<file path="config.mk">
export PLATFORM = sky130hd
export DESIGN_NAME = mem_stage
export DESIGN_NICKNAME = d
export VERILOG_FILES = /design/src/rtl/mem_stage_pkg.sv /design/src/rtl/mem_load_align.sv /design/src/rtl/mem_stage.sv
export SDC_FILE = /design/constraint.sdc
export NUM_CORES = 1
export LEC_CHECK = 0
export ABC_AREA = 1
export CELL_PAD_IN_SITES_DETAIL_PLACEMENT = 1
export CELL_PAD_IN_SITES_GLOBAL_PLACEMENT = 1
export CORE_ASPECT_RATIO = 1.1
export CORE_UTILIZATION = 30
export DETAILED_ROUTE_END_ITERATION = 7
export PLACE_DENSITY = 0.74
export SLEW_MARGIN = 0
export SYNTH_ARGS = -nofsm -noshare
export SYNTH_HDL_FRONTEND = slang
export SYNTH_SLANG_ARGS = --single-unit
</file>
<file path="constraint.sdc">
create_clock -name clk -period 2.9 [get_ports clk]
set_input_delay 0.87 -clock clk [delete_from_list [all_inputs] [get_ports clk]]
set_output_delay 0.87 -clock clk [all_outputs]
set_load 0.01 [all_outputs]
</file>
<file path="src/rtl/mem_stage_pkg.sv">
// mem_stage_pkg
//   Shared definitions for the memory stage: pipeline bus widths,
//   load_type encodings and packed views of the exe->mem and mem->wb buses.
package mem_stage_pkg;

  localparam int ES_TO_MS_BUS_WD = 76;
  localparam int MS_TO_WS_BUS_WD = 70;

  // Encodings 5..7 are not named; they behave like LW.
  typedef enum logic [2:0] {
    LOAD_LW  = 3'd0,
    LOAD_LB  = 3'd1,
    LOAD_LBU = 3'd2,
    LOAD_LH  = 3'd3,
    LOAD_LHU = 3'd4
  } load_type_e;

  typedef struct packed {
    logic [2:0]  load_type;
    logic [1:0]  addr_low;
    logic        res_from_mem;
    logic        gr_we;
    logic [4:0]  dest;
    logic [31:0] alu_result;
    logic [31:0] pc;
  } es_to_ms_t;

  typedef struct packed {
    logic        gr_we;
    logic [4:0]  dest;
    logic [31:0] final_result;
    logic [31:0] pc;
  } ms_to_ws_t;

endpackage

</file>
<file path="src/rtl/mem_load_align.sv">
// mem_load_align
//   Purely combinational load-data extraction: picks the addressed byte or
//   halfword out of a little-endian 32-bit word and sign/zero extends it.
// Ports:
//   load_type [2:0]  in   load kind (LW/LB/LBU/LH/LHU, others act as LW)
//   addr_low  [1:0]  in   low address bits selecting byte/halfword lane
//   rdata     [31:0] in   raw word from data memory
//   load_data [31:0] out  aligned and extended result
module mem_load_align
  import mem_stage_pkg::*;
(
  input  logic [2:0]  load_type,
  input  logic [1:0]  addr_low,
  input  logic [31:0] rdata,
  output logic [31:0] load_data
);

  logic [7:0]  byte_sel;
  logic [15:0] half_sel;

  // Lane selection: byte lanes follow addr_low, halfword lane follows addr_low[1].
  always_comb begin
    byte_sel = rdata[7:0];
    case (addr_low)
      2'd0: byte_sel = rdata[7:0];
      2'd1: byte_sel = rdata[15:8];
      2'd2: byte_sel = rdata[23:16];
      2'd3: byte_sel = rdata[31:24];
      default: byte_sel = rdata[7:0];
    endcase
    half_sel = addr_low[1] ? rdata[31:16] : rdata[15:0];
  end

  always_comb begin
    load_data = rdata;
    case (load_type)
      LOAD_LB:  load_data = {{24{byte_sel[7]}}, byte_sel};
      LOAD_LBU: load_data = {24'd0, byte_sel};
      LOAD_LH:  load_data = {{16{half_sel[15]}}, half_sel};
      LOAD_LHU: load_data = {16'd0, half_sel};
      default:  load_data = rdata;
    endcase
  end

endmodule

</file>
<file path="src/rtl/mem_stage.sv">
// mem_stage
//   Memory stage of the five-stage pipeline. Holds one instruction from exe,
//   forms the load result from synchronous-read SRAM data and hands it to
//   writeback. SRAM data is only valid in the first cycle an instruction sits
//   here, so a stall in that cycle captures it into rdata_buf.
// Ports:
//   clk, reset           clock and synchronous active-high reset
//   ws_allowin           writeback can accept
//   ms_allowin           this stage can accept from exe
//   es_to_ms_valid/bus   instruction offered by exe
//   ms_to_ws_valid/bus   instruction offered to writeback
//   data_sram_rdata      SRAM read data for last cycle's exe address
//   ms_fw_*              forwarding path back to decode
module mem_stage
  import mem_stage_pkg::*;
(
  input  logic                       clk,
  input  logic                       reset,
  input  logic                       ws_allowin,
  output logic                       ms_allowin,
  input  logic                       es_to_ms_valid,
  input  logic [ES_TO_MS_BUS_WD-1:0] es_to_ms_bus,
  output logic                       ms_to_ws_valid,
  output logic [MS_TO_WS_BUS_WD-1:0] ms_to_ws_bus,
  input  logic [31:0]                data_sram_rdata,
  output logic                       ms_fw_valid,
  output logic                       ms_fw_we,
  output logic [4:0]                 ms_fw_dest,
  output logic [31:0]                ms_fw_data
);

  logic        ms_valid;
  logic        ms_first;
  logic        rdata_buf_valid;
  logic [31:0] rdata_buf;
  es_to_ms_t   ms_reg;
  ms_to_ws_t   ws_out;
  logic        ms_ready_go;
  logic        capture;
  logic        buffer_rdata;
  logic [31:0] eff_rdata;
  logic [31:0] load_data;
  logic [31:0] final_result;

  assign ms_ready_go    = 1'b1;
  assign ms_allowin     = !ms_valid || (ms_ready_go && ws_allowin);
  assign ms_to_ws_valid = ms_valid && ms_ready_go;
  assign capture        = es_to_ms_valid && ms_allowin;
  // ms_first implies ms_valid, and a stall in that cycle loses the SRAM data
  // next cycle unless it is kept here.
  assign buffer_rdata   = ms_first && !ws_allowin;

  // Control state: cleared on reset so any in-flight instruction and
  // buffered data are discarded.
  always_ff @(posedge clk) begin
    if (reset) begin
      ms_valid        <= 1'b0;
      ms_first        <= 1'b0;
      rdata_buf_valid <= 1'b0;
    end else begin
      if (ms_allowin) begin
        ms_valid <= es_to_ms_valid;
      end
      ms_first <= capture;
      if (capture) begin
        rdata_buf_valid <= 1'b0;
      end else if (buffer_rdata) begin
        rdata_buf_valid <= 1'b1;
      end
    end
  end

  // Datapath registers carry no reset; they are qualified by the control bits.
  always_ff @(posedge clk) begin
    if (capture) begin
      ms_reg <= es_to_ms_t'(es_to_ms_bus);
    end
    if (buffer_rdata) begin
      rdata_buf <= data_sram_rdata;
    end
  end

  assign eff_rdata = rdata_buf_valid ? rdata_buf : data_sram_rdata;

  mem_load_align u_load_align (
    .load_type (ms_reg.load_type),
    .addr_low  (ms_reg.addr_low),
    .rdata     (eff_rdata),
    .load_data (load_data)
  );

  assign final_result = ms_reg.res_from_mem ? load_data : ms_reg.alu_result;

  always_comb begin
    ws_out              = '0;
    ws_out.gr_we        = ms_reg.gr_we;
    ws_out.dest         = ms_reg.dest;
    ws_out.final_result = final_result;
    ws_out.pc           = ms_reg.pc;
  end

  assign ms_to_ws_bus = ws_out;
  assign ms_fw_valid  = ms_valid;
  assign ms_fw_we     = ms_reg.gr_we;
  assign ms_fw_dest   = ms_reg.dest;
  assign ms_fw_data   = final_result;

endmodule
</file>
==> out/metrics.yaml, run 1 <==
max_slew_margin_pct: 76.27
period_minus_slack_ps: 2969
worstPathRequired_ps: 2030
power.leakage_nw: 3.914
synth_edf_count: 108
cts_made_buffers: 9
first_iter_violations: 123
async_flop_share_pct: 0
clkTransAtPathRegs_ps: 80
cts_tree: "done"
rrSetupSlack_ps: 1440
root_buffer: "clkbuf_16"
synth_area_um2: 5944
cp-start-kind: "register"
cts_buffer_depth: 2
dp_hpwl_mm: 13.20
vias: 4941
powerDensity_nw_per_um2: 466.3
skew_ps: 6.469
dieHeight_um: 149.6
syn_nets: 730
gp_congestion: 0.8714
post-route-period-util_pct: 102.4
gr-total-overflow: 0
syn_avg_cell_area_um2: 9.619
critPathKind: "register to output port"
grt_pass1_vias: 5211
dieArea_um2: 20380
cp_max_fo: 6
worst_pin_slew_ps: 356.0
ys_seq_area_share_pct: 55.57
grt_max_degree: 62
grt_pass1_wl_mm: 27.65
die_w_um: 136.2
initial_core_util_pct: 30.91
arrival_ps: 2100
wl_mm: 18.66
slew_viol_final: 0
grt_antenna_before_repair: 1
drv_cap: 0
ys_ff_latch: 111
num_rows: 53
final_antenna_net_count: 0
ys_types: 27
post-route-drc-count: 0
finalSetupViolations: 44
crit-reg2reg-capture: "ms_reg[56]"
wl_per_cell_um: 17.21
violations: "setup timing"
seq_area_um2: 3304
nFillCells: 2137
htreeDepth: 3
area_delta_synth_final_pct: 54.51
fin_ws_ps: -68.54
postCtsHoldBufs: 0
portBuffers: 222
drive_gt1_share_pct: 39.35
fin_cells: 1084
utilization_pct: 47.76
max_freq_mhz: 336.9
hold_depth: 3
min_to: "ms_fw_valid"
min_path_type: "register to register"
timing.final.hold_violations: 0
ir_worst_vdd_v: 0.0003456
drtPass1Iterations: 4
core-area_um2: 19230
clk-insertion-delay-late_ps: 360
cts_sinks: 111
timing.rr.start: "ms_fw_valid"
viasPerCell: 4.558
cp-end-kind: "output port"
multi_input_area_um2: 2201
netlist_instances: 618
largest_reg_flops: 38
outcome: "complete, but fails checks"
rsz0062_at_grt: "yes"
numPlacedInstances: 1036
grtUsageTotal_pct: 18.08
yosys_warnings: 0
hp-start: "ms_fw_valid"
num-nets-final: 943
ys.flop_type: "edfxtp_1"
reg2reg_depth: 5
ios: 223
[worst max-delay path: stages, from the launching register on]
cell      delay, ps
edfxtp_1        480
buf_6           170
nor2_4          120
buf_6           130
a21oi_2          50
nand2_4          80
nand3_4         120
buf_12          170
buf_6           120
a21oi_4         170
buf_6           130
[Yosys cell counts (2+ instances only)]
| cell | number | area [um^2] |
|---|---|---|
| edfxtp_1 | 108 | 3243 |
| nand3_1 | 32 | 160.2 |
| inv_1 | 45 | 168.9 |
| o21ai_0 | 5 | 25.02 |
| a21oi_1 | 19 | 95.09 |
| dfxtp_1 | 3 | 60.06 |
| or2_2 | 17 | 106.4 |
| inv_4 | 2 | 12.51 |
| o21ai_1 | 10 | 50.05 |
| a21oi_2 | 9 | 78.83 |
| inv_2 | 5 | 18.77 |
| nand2_1 | 204 | 765.7 |
| o211ai_1 | 6 | 45.04 |
| buf_2 | 8 | 40.04 |
| nor2_4 | 2 | 22.52 |
| nor2_1 | 29 | 108.9 |
| clkbuf_1 | 5 | 18.77 |
| buf_6 | 9 | 101.4 |
| nand2_2 | 3 | 18.77 |
| nand3_2 | 12 | 120.1 |
| buf_4 | 78 | 585.6 |
| nand3_4 | 2 | 35.03 |
[metrics by stage]
step	area [um^2]	setup WS (ps)	hold slack [ps]	setup TNS, ps	power, mW
after floorplan	5948	191.3	598.7	0	2.430
after global placement	8192	-856.2	612.9	-47440	2.900
after global routing	9183	-148.1	650.1	-5291	4.458
after CTS	8825	-210.3	635.5	-2132	4.240
after detailed placement	8192	-872.8	620.1	-49750	2.920
final	9185	-68.54	612.9	-1522	4.283
[placed cells by master (no fill, tap or decap), types with 7 or more instances in the layout]
master	n
inv_1	27
o21ai_2	8
a21oi_1	11
buf_6	56
nand3_2	18
buf_4	51
nor2_2	7
a21oi_4	9
nand2_2	47
dlygate4sd2_1	29
inv_2	21
or2_2	17
nand3_1	13
nor2_1	19
buf_2	30
clkdlybuf4s50_1	125
nand3_4	15
clkbuf_16	9
edfxtp_1	108
nand2_1	157
a21oi_2	8
buf_12	8
[worst max-delay path by stage]
stage / depth (start not counted) / to / start
6_report: 10 / ms_to_ws_bus[44] / ms_reg[72]
5_1_grt: 12 / ms_to_ws_bus[44] / ms_reg[72]
4_1_cts: 11 / ms_fw_data[14] / ms_reg[72]
3_5_place_dp: 11 / ms_fw_data[29] / data_sram_rdata[31]
3_3_place_gp: 11 / ms_fw_data[18] / data_sram_rdata[31]
2_1_floorplan: 10 / ms_to_ws_bus[44] / data_sram_rdata[15]
[power by group]
part	internal [mW]	switching, mW
sequential	1.85	0.0290
clock	0.617	0.662
combinational	0.565	0.556
total	3.04	1.25
[what timing repair did]
action                                  CTS  global route
pin swaps                                47            31
gates resized for setup                 429            76
buffers inserted                         16            16
cloned                                    2             0
endpoints found under the setup margin   64            63
[logic make-up (layout without fill, tap and decap cells)]
group | Yosys count | in the layout | share of synthesized area (%)
other | 0 | 1 | 0
and+or+nand+nor | 306 | 307 | 23.57
AOI/OAI and AO/OA | 49 | 49 | 4.946
buffers and inverters | 152 | 369 | 15.91
DFF | 111 | 111 | 55.57
[per-layer routing]
| layer | wire, um | share of wire (%) | vias to the layer above | GRT usage, % |
|---|---|---|---|---|
| li1 | - | - | 2361 | - |
| met1 | 7569 | 41 | 2416 | 21.01 |
| met2 | 9802 | 53 | 147 | 32.79 |
| met3 | 998 | 5.3 | 17 | 4.607 |
| met4 | 290 | 1.6 | 0 | 4.389 |
| met5 | 0 | 0 | - | 0 |
[area by class of cell]
class | instances | share of cell area, %
Antenna cell | 1 | 0.02724
Clock buffer | 9 | 2.452
Clock inverter | 7 | 0.8173
Inverter | 52 | 2.302
Multi-Input combinational cell | 356 | 23.96
Sequential cell | 111 | 35.98
Tap cell | 247 | 3.365
Timing Repair Buffer | 301 | 31.10
No activity file was read; power rests on OpenSTA's default activity.
==> run 2: changes to the inputs <==
Settings changed: CTS_BUF_LIST from default to sky130_fd_sc_hd__clkbuf_16.
==> results of run 2 <==
No change in the layout: final DEF, timing and power equal those of run 1.
